$ cat src/rtl/fp_pkg.sv
// -----------------------------------------------------------------------------
// fp_pkg
// Shared definitions for the pipelined floating-point adder: default field
// widths, bias / exponent-limit helpers and packed field structs.
// -----------------------------------------------------------------------------
`timescale 1ns/1ps
package fp_pkg;

  localparam int EXP_W_DEF   = 6;
  localparam int MAN_W_DEF   = 12;
  localparam int GUARD_W_DEF = 2;

  function automatic int fp_bias(input int exp_w);
    return (1 << (exp_w - 1)) - 1;
  endfunction

  function automatic int fp_exp_max(input int exp_w);
    return (1 << exp_w) - 1;
  endfunction

  // Operand / result fields at the default widths.
  typedef struct packed {
    logic                 sign;
    logic [EXP_W_DEF-1:0] exp;
    logic [MAN_W_DEF-1:0] man;
  } fp_t;

  typedef struct packed {
    logic                 sign;
    logic [EXP_W_DEF-1:0] exp;
    logic [MAN_W_DEF-1:0] man;
    logic                 ovf;
    logic                 unf;
  } fp_res_t;

endpackage

$ cat src/rtl/fp_adder_pipe_if.sv
// -----------------------------------------------------------------------------
// fp_adder_pipe_if
// Operand/result bus for fp_adder_pipe with valid/ready handshakes on both
// sides.
//   master : producer of operands and consumer of results (testbench/neuron)
//   slave  : the adder itself
// -----------------------------------------------------------------------------
`timescale 1ns/1ps
interface fp_adder_pipe_if
  import fp_pkg::*;
#(
  parameter int EXP_W = EXP_W_DEF,
  parameter int MAN_W = MAN_W_DEF
);
  logic             InValid;
  logic             InReady;
  logic             Sub;
  logic             SignA;
  logic [EXP_W-1:0] ExponentA;
  logic [MAN_W-1:0] MantissaA;
  logic             SignB;
  logic [EXP_W-1:0] ExponentB;
  logic [MAN_W-1:0] MantissaB;
  logic             OutValid;
  logic             OutReady;
  logic             SignOut;
  logic [EXP_W-1:0] ExponentOut;
  logic [MAN_W-1:0] MantissaOut;
  logic             Overflow;
  logic             Underflow;

  modport master (
    output InValid, Sub, SignA, ExponentA, MantissaA,
           SignB, ExponentB, MantissaB, OutReady,
    input  InReady, OutValid, SignOut, ExponentOut, MantissaOut,
           Overflow, Underflow
  );

  modport slave (
    input  InValid, Sub, SignA, ExponentA, MantissaA,
           SignB, ExponentB, MantissaB, OutReady,
    output InReady, OutValid, SignOut, ExponentOut, MantissaOut,
           Overflow, Underflow
  );

endinterface

$ cat src/rtl/fp_lzc.sv
// -----------------------------------------------------------------------------
// fp_lzc
// Combinational leading-zero counter.
//   i_data  : vector to scan, MSB first
//   o_count : number of zeros above the most significant 1 (WIDTH if all 0)
// -----------------------------------------------------------------------------
`timescale 1ns/1ps
module fp_lzc #(
  parameter int WIDTH = 15,
  parameter int CNT_W = $clog2(WIDTH + 1)
) (
  input  logic [WIDTH-1:0] i_data,
  output logic [CNT_W-1:0] o_count
);

  // Scan upward so the highest set bit is the last one to write the count.
  always_comb begin
    o_count = CNT_W'(WIDTH);
    for (int i = 0; i < WIDTH; i++) begin
      if (i_data[i]) o_count = CNT_W'(WIDTH - 1 - i);
    end
  end

endmodule

$ cat src/rtl/fp_adder_pipe.sv
// -----------------------------------------------------------------------------
// fp_adder_pipe
// Three-stage pipelined floating-point adder/subtractor (truncating).
//   Clock  : rising-edge clock
//   ResetN : asynchronous active-low reset
//   bus    : fp_adder_pipe_if.slave - operands A/B + Sub in with InValid /
//            InReady, result + Overflow/Underflow out with OutValid / OutReady
// Stages: S1 align (registers r1_*), S2 add/sub (r2_*), S3 normalise into the
// output registers. The whole pipe freezes while a result waits downstream.
// GUARD_W must be at least 1.
// -----------------------------------------------------------------------------
`timescale 1ns/1ps
module fp_adder_pipe
  import fp_pkg::*;
#(
  parameter int EXP_W   = EXP_W_DEF,
  parameter int MAN_W   = MAN_W_DEF,
  parameter int GUARD_W = GUARD_W_DEF
) (
  input  logic          Clock,
  input  logic          ResetN,
  fp_adder_pipe_if.slave bus
);

  localparam int SIG_W = MAN_W + 1 + GUARD_W;
  localparam int CNT_W = $clog2(SIG_W + 1);
  localparam int XE_W  = EXP_W + 2;
  localparam logic signed [XE_W-1:0] EXP_MAX  = XE_W'(fp_exp_max(EXP_W));
  localparam logic signed [XE_W-1:0] EXP_ZERO = '0;

  logic w_advance;

  // ---------------- S1: align ----------------
  logic             w_sign_b;
  logic             w_a_ge;
  logic [SIG_W-1:0] w_sig_a, w_sig_b;
  logic             w_sign_l, w_sign_s;
  logic [EXP_W-1:0] w_exp_l, w_exp_s, w_shift;
  logic [SIG_W-1:0] w_sig_l, w_sig_s, w_sig_s_al;

  logic             r1_valid, r1_sign_l, r1_sign_s;
  logic [EXP_W-1:0] r1_exp;
  logic [SIG_W-1:0] r1_sig_l, r1_sig_s;

  assign w_sign_b = bus.SignB ^ bus.Sub;
  assign w_a_ge   = {bus.ExponentA, bus.MantissaA} >= {bus.ExponentB, bus.MantissaB};
  assign w_sig_a  = (bus.ExponentA != '0) ? {1'b1, bus.MantissaA, {GUARD_W{1'b0}}} : '0;
  assign w_sig_b  = (bus.ExponentB != '0) ? {1'b1, bus.MantissaB, {GUARD_W{1'b0}}} : '0;

  always_comb begin
    if (w_a_ge) begin
      w_sign_l = bus.SignA;  w_exp_l = bus.ExponentA; w_sig_l = w_sig_a;
      w_sign_s = w_sign_b;   w_exp_s = bus.ExponentB; w_sig_s = w_sig_b;
    end else begin
      w_sign_l = w_sign_b;   w_exp_l = bus.ExponentB; w_sig_l = w_sig_b;
      w_sign_s = bus.SignA;  w_exp_s = bus.ExponentA; w_sig_s = w_sig_a;
    end
  end

  assign w_shift    = w_exp_l - w_exp_s;
  assign w_sig_s_al = (int'(w_shift) >= SIG_W) ? '0 : (w_sig_s >> w_shift);

  always_ff @(posedge Clock or negedge ResetN) begin
    if (!ResetN) begin
      r1_valid  <= 1'b0;
      r1_sign_l <= 1'b0;
      r1_sign_s <= 1'b0;
      r1_exp    <= '0;
      r1_sig_l  <= '0;
      r1_sig_s  <= '0;
    end else if (w_advance) begin
      r1_valid  <= bus.InValid;
      r1_sign_l <= w_sign_l;
      r1_sign_s <= w_sign_s;
      r1_exp    <= w_exp_l;
      r1_sig_l  <= w_sig_l;
      r1_sig_s  <= w_sig_s_al;
    end
  end

  // ---------------- S2: add / subtract ----------------
  // Larger-magnitude operand is always r1_sig_l, so subtraction never wraps.
  logic [SIG_W:0]   w_sum;
  logic             r2_valid, r2_sign;
  logic [EXP_W-1:0] r2_exp;
  logic [SIG_W:0]   r2_sum;

  assign w_sum = (r1_sign_l == r1_sign_s) ? ({1'b0, r1_sig_l} + {1'b0, r1_sig_s})
                                          : ({1'b0, r1_sig_l} - {1'b0, r1_sig_s});

  always_ff @(posedge Clock or negedge ResetN) begin
    if (!ResetN) begin
      r2_valid <= 1'b0;
      r2_sign  <= 1'b0;
      r2_exp   <= '0;
      r2_sum   <= '0;
    end else if (w_advance) begin
      r2_valid <= r1_valid;
      r2_sign  <= r1_sign_l;
      r2_exp   <= r1_exp;
      r2_sum   <= w_sum;
    end
  end

  // ---------------- S3: normalise ----------------
  logic                   w_carry;
  logic [CNT_W-1:0]       w_lzc;
  logic [SIG_W-1:0]       w_norm;
  logic signed [XE_W-1:0] w_exp_n;
  logic                   w_res_sign, w_ovf, w_unf;
  logic [EXP_W-1:0]       w_res_exp;
  logic [MAN_W-1:0]       w_res_man;
  logic                   w_unused;

  fp_lzc #(.WIDTH(SIG_W), .CNT_W(CNT_W)) u_lzc (
    .i_data  (r2_sum[SIG_W-1:0]),
    .o_count (w_lzc)
  );

  assign w_carry  = r2_sum[SIG_W];
  assign w_norm   = r2_sum[SIG_W-1:0] << w_lzc;
  // Hidden bit of the normalised value and the guard bits are dropped.
  assign w_unused = ^{w_norm[SIG_W-1], w_norm[GUARD_W-1:0]};

  always_comb begin
    if (w_carry) w_exp_n = $signed({2'b00, r2_exp}) + XE_W'(1);
    else         w_exp_n = $signed({2'b00, r2_exp}) - $signed(XE_W'(w_lzc));
  end

  always_comb begin
    w_res_sign = r2_sign;
    w_res_exp  = w_exp_n[EXP_W-1:0];
    w_res_man  = w_carry ? r2_sum[SIG_W-1:GUARD_W+1] : w_norm[SIG_W-2:GUARD_W];
    w_ovf      = 1'b0;
    w_unf      = 1'b0;
    if (r2_sum == '0) begin
      w_res_sign = 1'b0;
      w_res_exp  = '0;
      w_res_man  = '0;
    end else if (w_exp_n > EXP_MAX) begin
      w_res_exp  = '1;
      w_res_man  = '1;
      w_ovf      = 1'b1;
    end else if (w_exp_n <= EXP_ZERO) begin
      w_res_sign = 1'b0;
      w_res_exp  = '0;
      w_res_man  = '0;
      w_unf      = 1'b1;
    end
  end

  logic             r_out_valid, r_out_sign, r_out_ovf, r_out_unf;
  logic [EXP_W-1:0] r_out_exp;
  logic [MAN_W-1:0] r_out_man;

  always_ff @(posedge Clock or negedge ResetN) begin
    if (!ResetN) begin
      r_out_valid <= 1'b0;
      r_out_sign  <= 1'b0;
      r_out_exp   <= '0;
      r_out_man   <= '0;
      r_out_ovf   <= 1'b0;
      r_out_unf   <= 1'b0;
    end else if (w_advance) begin
      r_out_valid <= r2_valid;
      r_out_sign  <= w_res_sign;
      r_out_exp   <= w_res_exp;
      r_out_man   <= w_res_man;
      r_out_ovf   <= w_ovf;
      r_out_unf   <= w_unf;
    end
  end

  // Freeze every stage while the output holds an unaccepted result.
  assign w_advance       = !(r_out_valid && !bus.OutReady);
  assign bus.InReady     = w_advance;
  assign bus.OutValid    = r_out_valid;
  assign bus.SignOut     = r_out_sign;
  assign bus.ExponentOut = r_out_exp;
  assign bus.MantissaOut = r_out_man;
  assign bus.Overflow    = r_out_ovf;
  assign bus.Underflow   = r_out_unf;

endmodule

$ cat src/flat_wrapper.sv
// flat-port wrapper written by rule: the top's interface ports become plain ports
module fp_adder_pipe_flat import fp_pkg::*;
#(
  parameter int EXP_W   = EXP_W_DEF,
  parameter int MAN_W   = MAN_W_DEF,
  parameter int GUARD_W = GUARD_W_DEF
)
  (Clock, ResetN, bus_InValid, bus_Sub, bus_SignA, bus_ExponentA, bus_MantissaA, bus_SignB, bus_ExponentB, bus_MantissaB, bus_OutReady, bus_InReady, bus_OutValid, bus_SignOut, bus_ExponentOut, bus_MantissaOut, bus_Overflow, bus_Underflow);
  fp_adder_pipe_if #(.EXP_W(EXP_W), .MAN_W(MAN_W)) bus_i ();
  input  logic Clock;
  input  logic ResetN;
  input wire logic [$bits(bus_i.InValid)-1:0] bus_InValid;
  input wire logic [$bits(bus_i.Sub)-1:0] bus_Sub;
  input wire logic [$bits(bus_i.SignA)-1:0] bus_SignA;
  input wire logic [$bits(bus_i.ExponentA)-1:0] bus_ExponentA;
  input wire logic [$bits(bus_i.MantissaA)-1:0] bus_MantissaA;
  input wire logic [$bits(bus_i.SignB)-1:0] bus_SignB;
  input wire logic [$bits(bus_i.ExponentB)-1:0] bus_ExponentB;
  input wire logic [$bits(bus_i.MantissaB)-1:0] bus_MantissaB;
  input wire logic [$bits(bus_i.OutReady)-1:0] bus_OutReady;
  output wire logic [$bits(bus_i.InReady)-1:0] bus_InReady;
  output wire logic [$bits(bus_i.OutValid)-1:0] bus_OutValid;
  output wire logic [$bits(bus_i.SignOut)-1:0] bus_SignOut;
  output wire logic [$bits(bus_i.ExponentOut)-1:0] bus_ExponentOut;
  output wire logic [$bits(bus_i.MantissaOut)-1:0] bus_MantissaOut;
  output wire logic [$bits(bus_i.Overflow)-1:0] bus_Overflow;
  output wire logic [$bits(bus_i.Underflow)-1:0] bus_Underflow;
  assign bus_i.InValid = bus_InValid;
  assign bus_i.Sub = bus_Sub;
  assign bus_i.SignA = bus_SignA;
  assign bus_i.ExponentA = bus_ExponentA;
  assign bus_i.MantissaA = bus_MantissaA;
  assign bus_i.SignB = bus_SignB;
  assign bus_i.ExponentB = bus_ExponentB;
  assign bus_i.MantissaB = bus_MantissaB;
  assign bus_i.OutReady = bus_OutReady;
  assign bus_InReady = bus_i.InReady;
  assign bus_OutValid = bus_i.OutValid;
  assign bus_SignOut = bus_i.SignOut;
  assign bus_ExponentOut = bus_i.ExponentOut;
  assign bus_MantissaOut = bus_i.MantissaOut;
  assign bus_Overflow = bus_i.Overflow;
  assign bus_Underflow = bus_i.Underflow;
  fp_adder_pipe #(.EXP_W(EXP_W), .MAN_W(MAN_W), .GUARD_W(GUARD_W)) u_core (.Clock(Clock), .ResetN(ResetN), .bus(bus_i));
endmodule
$ cat config.mk
export PLATFORM = sky130hd
export DESIGN_NAME = fp_adder_pipe_flat
export DESIGN_NICKNAME = d
export VERILOG_FILES = /design/src/rtl/fp_pkg.sv /design/src/rtl/fp_adder_pipe_if.sv /design/src/rtl/fp_lzc.sv /design/src/rtl/fp_adder_pipe.sv /design/src/flat_wrapper.sv
export SDC_FILE = /design/constraint.sdc
export NUM_CORES = 1
export LEC_CHECK = 0
export ABC_CLOCK_PERIOD_IN_PS = 7000
export BUFFER_PORTS_ARGS = -buffer_cell sky130_fd_sc_hd__buf_2
export CAP_MARGIN = 20
export CELL_PAD_IN_SITES_DETAIL_PLACEMENT = 1
export CELL_PAD_IN_SITES_GLOBAL_PLACEMENT = 2
export CORE_MARGIN = 2
export CORE_UTILIZATION = 39
export DETAILED_ROUTE_END_ITERATION = 8
export GPL_TIMING_DRIVEN = 0
export PLACE_DENSITY = 0.89
export SETUP_SLACK_MARGIN = 0.2
export SYNTH_ARGS = -nofsm -noshare
export SYNTH_HDL_FRONTEND = slang
export SYNTH_SLANG_ARGS = --single-unit
$ cat constraint.sdc
create_clock -name Clock -period 7 [get_ports Clock]
set_clock_uncertainty 0.1 [all_clocks]
set_input_delay 0.35 -clock Clock [delete_from_list [all_inputs] [get_ports Clock]]
set_output_delay 0.35 -clock Clock [all_outputs]
set_load 0.03 [all_outputs]
==> impl_results.md, run 1 <==
- Initial antenna violation count: 0
- Post-synth top cells: 120 x nand2_1, 83 x dfrtp_1, 71 x nor2_1
- Area of the die: 18600 µm²
- Fin nets: 987
- Dominant synthesized flop cell: dfrtp_1
- Slew margin rel.: 33.3%
- Syn Nets: 909
- Core Util, Final: 45.3%
- Synth Instances: 826
- Worst path slowest cell: o41ai_1
- Row count: 48
- Simple-Gate Fraction of Synth Area: 18.9%
- Layout cells sized above 1: 13.5%
- Req. time, crit path: 7.14 ns
- Post-cts resize count: 0
- Reg power frac: 23.2%
- Diode count: 0
- Int Pwr: 0.00181 W
- Residual DRC: 0
- IO Pins: 66
- Iter 0 DRT Violations: 396
- RSZ-0062 raised after global routing: false
- Top cell type's share of synthesized area: 30.5%
- Ys Warns: 0
- Final hold slack: 0.0907 ns
- Root Buffer: clkbuf_16
- Chip width: 136 µm
- DRT Pass-1 Iters: 4
- Worst R2R Setup Slack: 1.09 ns
- CTS tree: yes
- Starting Density: 39.7%
- Final ANT Viol Nets: 0
- Total GRT Usage: 25.1%
- Crit Path Class: reg -> reg
- Synth area leaders: dfrtp_1 30%, ha_1 7.0%, nand2_1 6.6%
- Gate power share: 62.3%
- Post-Syn Area: 6820 µm²
- Peak supply drop: 0.198 mV
- Worst setup SP type: flop
- Fin crit share: 84.5%
- Synth async-reset ratio: 100%
- Die height: 136 µm
- Synth Area in Adders: 7.56%
- Synth Area per Inst: 8.26 µm²
- Dpl cells: 1117
- Dpl ws: 1.32 ns
- Setup-failing EPs final: 0
- Post-DP HPWL: 17600 µm
- DR vias/cell: 5.74
- Most common cell in the netlist: nand2_1
- Setup tns final: 0 ns
- Hold Crit Class: in -> reg
- Xor/xnor share of the synthesized area: 4.22%
- Number of max-cap violations: 0
- Mux share of post-synthesis cell area: 8.16%
- Core Area: 17200 µm²
- Post-synthesis compound-gate area fraction: 25.0%
- Clock transition at the registers of the reported paths: 0.06 ns
- CP Cell Sequence: nor2_1 -> nor3_1 -> nor3_1 -> nor3_1 -> o31ai_1 -> and2_1 -> clkbuf_1 -> clkinv_1 -> clkbuf_1 -> ha_1 -> nor2b_1 -> o21a_1 -> o21ai_0 -> a32oi_1 -> xnor2_1 -> o41ai_1 -> nor2_1 -> clkbuf_1 -> a221o_1
- P per Cell Area: 453 nW/µm²
- Status: complete, no violations
- Largest net degree at the start of global routing: 68
- Endpoints failing hold: 0
- Final wirelength: 22100 µm
- Final Max Tran Viols: 0
- Register area share after synthesis: 30.5%
- Sw frac: 48.5%
- CP max stage delay: 0.91 ns
- Vias: 6498
- Sw Pwr: 0.00171 W
- Pleak: 3.59 nW
- Clk sink count: 83
- GPL Wtd Cong: 0.891
- Worst-margin pin slew: 0.987 ns
- Count of cell types in the netlist: 81
- Post-synth EDFFs: 0
- Number of global-route vias before repair: 6832
- Main combinational cell family by area after synthesis: compound AO/OA/AOI/OAI gates
- Fill count: 2152
- Max Clock Freq: 169 MHz
- H-tree depth: 3
- CTS max path bufs: 2
- Seq cells post-synth: 83
- Global-route wire length before repair: 36100 µm
- Synthesis-to-finish area growth: 14.0%
- Crit path max fanout: 10
- PortBufs: 65
- Clk_lat worst skew: 0.35 ns
- Layout Cells excl Fill: 1133
- Synth area leader: dfrtp_1
- CP Data Arrival Time: 6.05 ns
- TritonCTS buffer count: 9
- CP Capture Type: flop
- GR Overflow Total: 0
- Routed length per instance: 19.5 µm
- Power share of the clock group: 14.6%
- Min Tclk post-route: 5.91 ns
- Final worst slack: 1.09 ns
## area by class of cell
| cell class | instances | area (µm²) | area share (%) |
|---|---|---|---|
| flip-flops and latches | 83 | 2080 | 26.7 |
| well taps | 225 | 282 | 3.62 |
| plain buffers | 46 | 213 | 2.74 |
| multi-input cells | 650 | 4350 | 56.0 |
| clock buffers | 10 | 229 | 2.94 |
| clock inverters | 5 | 78.8 | 1.01 |
| repair buffers | 67 | 365 | 4.70 |
| inverters | 47 | 176 | 2.27 |
## path summary, 6_finish.rpt
path | from | end | depth (start not counted)
min in group asynchronous | ResetN | u_core.bus.ExponentOut[0]$_DFFE_PN0N_ | 2
worst min register to register | u_core.r2_valid$_DFFE_PN0N_ | u_core.r2_valid$_DFFE_PN0N_ | 2
worst max register to register | u_core.r2_sum[2]$_DFFE_PN0N_ | u_core.bus.MantissaOut[1]$_DFFE_PN0N_ | 19
worst min-delay path | bus_InValid | u_core.r1_valid$_DFFE_PN0N_ | 3
worst max-delay path | u_core.r2_sum[2]$_DFFE_PN0N_ | u_core.bus.MantissaOut[1]$_DFFE_PN0N_ | 19
max in group asynchronous | ResetN | u_core.r1_sig_s[8]$_DFFE_PN0N_ | 3
## logic make-up (layout without fill, tap and decap cells)
| group | Yosys count | after routing |
|---|---|---|
| buf+inv | 93 | 175 |
| fa+ha+maj | 40 | 40 |
| flops | 83 | 83 |
| mux | 48 | 48 |
| simple gates | 280 | 280 |
| compound gates | 250 | 250 |
| xor+xnor | 32 | 32 |
## power groups by stage
stage,clock [W],sequential [W],combinational [W]
floorplan,0,0.000883,0.00150
global placement,0,0.000811,0.00214
detailed placement,0,0.000822,0.00218
CTS,0.000518,0.000814,0.00220
global route,0.000540,0.000838,0.00244
finish,0.000514,0.000815,0.00219
## per-layer routing
metal	GRT usage (%)	wire [µm]	vias up
li1	-	-	3150
met1	30.4	9610	3191
met2	45.8	11500	125
met3	3.21	591	32
met4	8.22	465	0
met5	0	0	-
## stage by stage
step	cell area, µm²	total power (W)
6_report	7770	0.00352
5_1_grt	7770	0.00382
4_1_cts	7770	0.00353
3_5_place_dp	7460	0.00300
3_3_place_gp	7430	0.00295
2_1_floorplan	6820	0.00239
## sequential cells by signal, indices dropped and copies added (netlist names)
signal                  count
u_core.r2_exp               6
u_core.bus.MantissaOut     12
u_core.bus.Underflow        1
u_core.r2_sign              1
u_core.bus.SignOut          1
u_core.bus.Overflow         1
u_core.r1_sig_l            13
u_core.r2_sum              16
u_core.bus.ExponentOut      6
u_core.r1_sig_s            15
u_core.r1_exp               6
u_core.r1_valid             1
u_core.r1_sign_s            1
u_core.r2_valid             1
u_core.bus.OutValid         1
u_core.r1_sign_l            1
## cells in the final DEF (no fill, tap or decap), drive strengths merged, types with 5 or more instances in the layout
cell type  count
xnor2         22
a2111oi        5
buf           81
a21o           6
nor2b          8
clkinv         7
clkbuf        41
and3           5
ha            38
mux2           8
a211oi         8
nor2          73
mux2i         35
mux4           5
o21ai         59
and2           6
a221o          7
o31ai          7
nand3          5
a22o          17
o21bai        10
xor2          10
o22ai         10
nor3          21
inv           43
o211ai         5
a31oi         17
a21oi         53
nor4          10
dfrtp         83
nand2b         9
nand2        122
a221oi        10
## worst max-delay path, delay by kind of cell (launching register included)
| kind | cells | cell delay, ns |
|---|---|---|
| buffers and inverters | 4 | 1.63 |
| AOI/OAI and AO/OA | 6 | 2.07 |
| adders and majority gates | 1 | 0.35 |
| DFF | 1 | 0.44 |
| and+or+nand+nor | 7 | 1.03 |
| xor gates and xnor gates | 1 | 0.18 |
## timing repair
item,CTS,global route
setup buffers,0,0
hold buffers,1,0
endpoints found under the hold margin,16,0
endpoints found under the setup margin,0,0
No activity file was read; power rests on OpenSTA's default activity.
==> run 2: changes to the inputs <==
--- a/config.mk
+++ b/config.mk
@@ -5,16 +5,16 @@
 export SDC_FILE = /design/constraint.sdc
 export NUM_CORES = 1
 export LEC_CHECK = 0
-export ABC_CLOCK_PERIOD_IN_PS = 7000
+export ABC_CLOCK_PERIOD_IN_PS = 5900
 export BUFFER_PORTS_ARGS = -buffer_cell sky130_fd_sc_hd__buf_2
 export CAP_MARGIN = 20
 export CELL_PAD_IN_SITES_DETAIL_PLACEMENT = 1
 export CELL_PAD_IN_SITES_GLOBAL_PLACEMENT = 2
 export CORE_MARGIN = 2
-export CORE_UTILIZATION = 39
+export CORE_UTILIZATION = 37
 export DETAILED_ROUTE_END_ITERATION = 8
 export GPL_TIMING_DRIVEN = 0
-export PLACE_DENSITY = 0.89
+export PLACE_DENSITY = 0.85
 export SETUP_SLACK_MARGIN = 0.2
 export SYNTH_ARGS = -nofsm -noshare
 export SYNTH_HDL_FRONTEND = slang
==> constraint.sdc (replaced) <==
create_clock -name Clock -period 5.9 [get_ports Clock]
set_clock_uncertainty 0.1 [all_clocks]
set_input_delay 0.295 -clock Clock [delete_from_list [all_inputs] [get_ports Clock]]
set_output_delay 0.295 -clock Clock [all_outputs]
set_load 0.03 [all_outputs]
==> run 2 against run 1 <==
Against the previous run: design area grew 0.45%; power rose by 20%; highest routed layer unchanged; setup slack lost 0.28 ns; critical path type unchanged; largest power group unchanged.
==> impl_results.md, run 2 (same netlist as run 1, synthesis figures left out) <==
- Vias: 6505 (was 6498)
- IO Pins: 66 (unchanged)
- GRT busiest layer: met2 (unchanged)
- Initial antenna violation count: 0 (unchanged)
- Biggest register: u_core.r2_sum (unchanged)
- Global-route wire length before repair: 36100 µm (about the same)
- Dpl ws: 0.290 ns (was 1.32 ns)
- Area of the die: 19500 µm² (was 18600 µm²)
- Setup tns final: 0 ns (unchanged)
- Commonest non-fill, non-tap cell in the layout: nand2_1 (unchanged)
- P per Cell Area: 539 nW/µm² (was 453 nW/µm²)
- Max Clock Freq: 196 MHz (was 169 MHz)
- Diode count: 0 (unchanged)
- DRT Pass-1 Iters: 4 (unchanged)
- Worst-margin pin slew: 0.944 ns (was 0.987 ns)
- DR vias/cell: 5.73 (was 5.74)
- Starting Density: 37.8% (was 39.7%)
- Fill count: 2234 (was 2152)
- Final hold slack: 0.0473 ns (was 0.0907 ns)
- Iter 0 DRT Violations: 241 (was 396)
- Sw frac: 48.0% (was 48.5%)
- GR Util met1: 28.0% (was 30.4%)
- RSZ-0062 raised after global routing: false (unchanged)
- GR Util met2: 42.1% (was 45.8%)
- Chip width: 140 µm (was 136 µm)
- Biggest regs: u_core.r2_sum x16, u_core.r1_sig_s x15, u_core.r1_sig_l x13 (unchanged)
- H-tree depth: 3 (unchanged)
- Clk_lat worst skew: 0.35 ns (about the same)
- Req. time, crit path: 6.04 ns (was 7.14 ns)
- Power share of the clock group: 15.3% (was 14.6%)
- Gate power share: 61.7% (was 62.3%)
- Setup-failing EPs final: 0 (unchanged)
- CP delay by family, top: compound AO/OA/AOI/OAI gates (unchanged)
- GPL Wtd Cong: 0.917 (was 0.891)
- Hold Crit Class: in -> reg (unchanged)
- Sw Pwr: 0.00202 W (was 0.00171 W)
- Worst path slowest cell: dfrtp_1 (was o41ai_1)
- Final Max Tran Viols: 0 (unchanged)
- Worst R2R Setup Slack: 0.81 ns (was 1.09 ns)
- Peak supply drop: 0.299 mV (was 0.198 mV)
- Clk sink count: 83 (unchanged)
- TritonCTS buffer count: 9 (unchanged)
- Synthesis-to-finish area growth: 14.5% (was 14.0%)
- GR Util met3: 3.06% (was 3.21%)
- Layout Cells excl Fill: 1136 (was 1133)
- Endpoints failing hold: 0 (unchanged)
- Final worst slack: 0.809 ns (was 1.09 ns)
- Total GRT Usage: 23.2% (was 25.1%)
- Crit path max fanout: 10 (unchanged)
- Pleak: 3.60 nW (was 3.59 nW)
- Int Pwr: 0.00219 W (was 0.00181 W)
- Worst setup SP type: flop (unchanged)
- Largest register FFs: 16 (unchanged)
- Die height: 140 µm (was 136 µm)
- CTS max path bufs: 2 (unchanged)
- PortBufs: 65 (unchanged)
- Number of max-cap violations: 0 (unchanged)
- Layout cells sized above 1: 13.8% (was 13.5%)
- Routed length per instance: 19.5 µm (about the same)
- Final ANT Viol Nets: 0 (unchanged)
- CP max stage delay: 0.49 ns (was 0.91 ns)
- Number of global-route vias before repair: 6730 (was 6832)
- CP Cell Sequence: o21bai_1 -> a21oi_1 -> o21bai_1 -> a21oi_1 -> o21ai_0 -> nand2_1 -> clkinv_1 -> ha_1 -> fa_1 -> nor2b_1 -> o21ai_0 -> nor3b_1 -> a41oi_1 -> xnor2_1 -> o41ai_2 -> nor2_1 -> clkbuf_1 -> a221o_1 (was nor2_1 -> nor3_1 -> nor3_1 -> nor3_1 -> o31ai_1 -> and2_1 -> clkbuf_1 -> clkinv_1 -> clkbuf_1 -> ha_1 -> nor2b_1 -> o21a_1 -> o21ai_0 -> a32oi_1 -> xnor2_1 -> o41ai_1 -> nor2_1 -> clkbuf_1 -> a221o_1)
- GR Overflow Total: 0 (unchanged)
- CP Capture Type: flop (unchanged)
- Dpl cells: 1121 (was 1117)
- Row count: 49 (was 48)
- Largest net degree at the start of global routing: 69 (was 68)
- Residual DRC: 0 (unchanged)
- Post-DP HPWL: 17800 µm (was 17600 µm)
- CP Data Arrival Time: 5.23 ns (was 6.05 ns)
- Power Total: 0.00421 W (was 0.00352 W)
- Min Tclk post-route: 5.09 ns (was 5.91 ns)
- Root Buffer: clkbuf_16 (unchanged)
- CTS tree: yes (unchanged)
- Status: complete, no violations (unchanged)
- Crit Path Class: reg -> reg (unchanged)
- Fin nets: 987 (unchanged)
- Critical path buffers and inverters: 2 (was 4)
- Final wirelength: 22200 µm (was 22100 µm)
- Reg power frac: 23.0% (was 23.2%)
- Core Area: 18000 µm² (was 17200 µm²)
- Most frequent cells in the layout: 120 x nand2_1, 83 x dfrtp_1, 71 x nor2_1 (unchanged)
- Slew margin rel.: 36.5% (was 33.3%)
- Fin crit share: 86.3% (was 84.5%)
- Clock transition at the registers of the reported paths: 0.07 ns (was 0.06 ns)
==> run 2: layout make-up <==
type / count / area (µm²) / share of cell area [%]
Clock buffer: 9 / 225 / 2.88
Buffer: 46 / 214 / 2.74
Clock inverter: 5 / 104 / 1.33
Inverter: 47 / 176 / 2.26
Sequential cell: 83 / 2080 / 26.6
Multi-Input combinational cell: 650 / 4360 / 55.8
Timing Repair Buffer: 67 / 365 / 4.68
Tap cell: 229 / 287 / 3.67
==> run 2: tightest hold or removal path: cells and delay by family <==
| family | cells | cell delay (ns) |
|---|---|---|
| buffers and inverters | 1 | 0.07 |
| and+or+nand+nor | 2 | 0.09 |
==> run 2: power by group through the flow <==
stage	clock, W	combinational, W	sequential (W)
after floorplan	0	0.00178	0.00105
after global placement	0	0.00254	0.000965
after detailed placement	0	0.00258	0.000974
after CTS	0.000655	0.00260	0.000966
after global routing	0.000672	0.00289	0.000998
final	0.000645	0.00260	0.000968
==> run 2: routing by layer <==
layer	part of all wire, %	wire (µm)
met1	43	9620
met2	51	11200
met3	3.2	702
met4	3.0	665
met5	0	0
==> run 2: per-stage QoR <==
stage	util, %	area (µm²)
3_3_place_gp	41.2	7430
2_1_floorplan	-	6820
6_report	43.3	7810
4_1_cts	43.3	7800
3_5_place_dp	41.4	7460
5_1_grt	43.3	7810
==> run 2: path summary, 6_finish.rpt <==
path,end,cells after the start,from
setup / recovery,u_core.bus.MantissaOut[1]$_DFFE_PN0N_,18,u_core.r2_sum[3]$_DFFE_PN0N_
hold / removal,u_core.r1_valid$_DFFE_PN0N_,3,bus_InValid
setup reg to reg,u_core.bus.MantissaOut[1]$_DFFE_PN0N_,18,u_core.r2_sum[3]$_DFFE_PN0N_
hold reg to reg,u_core.r2_valid$_DFFE_PN0N_,2,u_core.r2_valid$_DFFE_PN0N_
max in group asynchronous,u_core.r1_sig_s[2]$_DFFE_PN0N_,3,ResetN
min in group asynchronous,u_core.bus.ExponentOut[0]$_DFFE_PN0N_,2,ResetN
==> run 2: repair_timing <==
| action | 4_1_cts | 5_1_grt |
|---|---|---|
| hold buffers | 1 | 0 |
| buffers inserted | 0 | 0 |
| gates resized for setup | 0 | 3 |
| endpoints found under the hold margin | 15 | 0 |
| endpoints found under the setup margin | 0 | 16 |
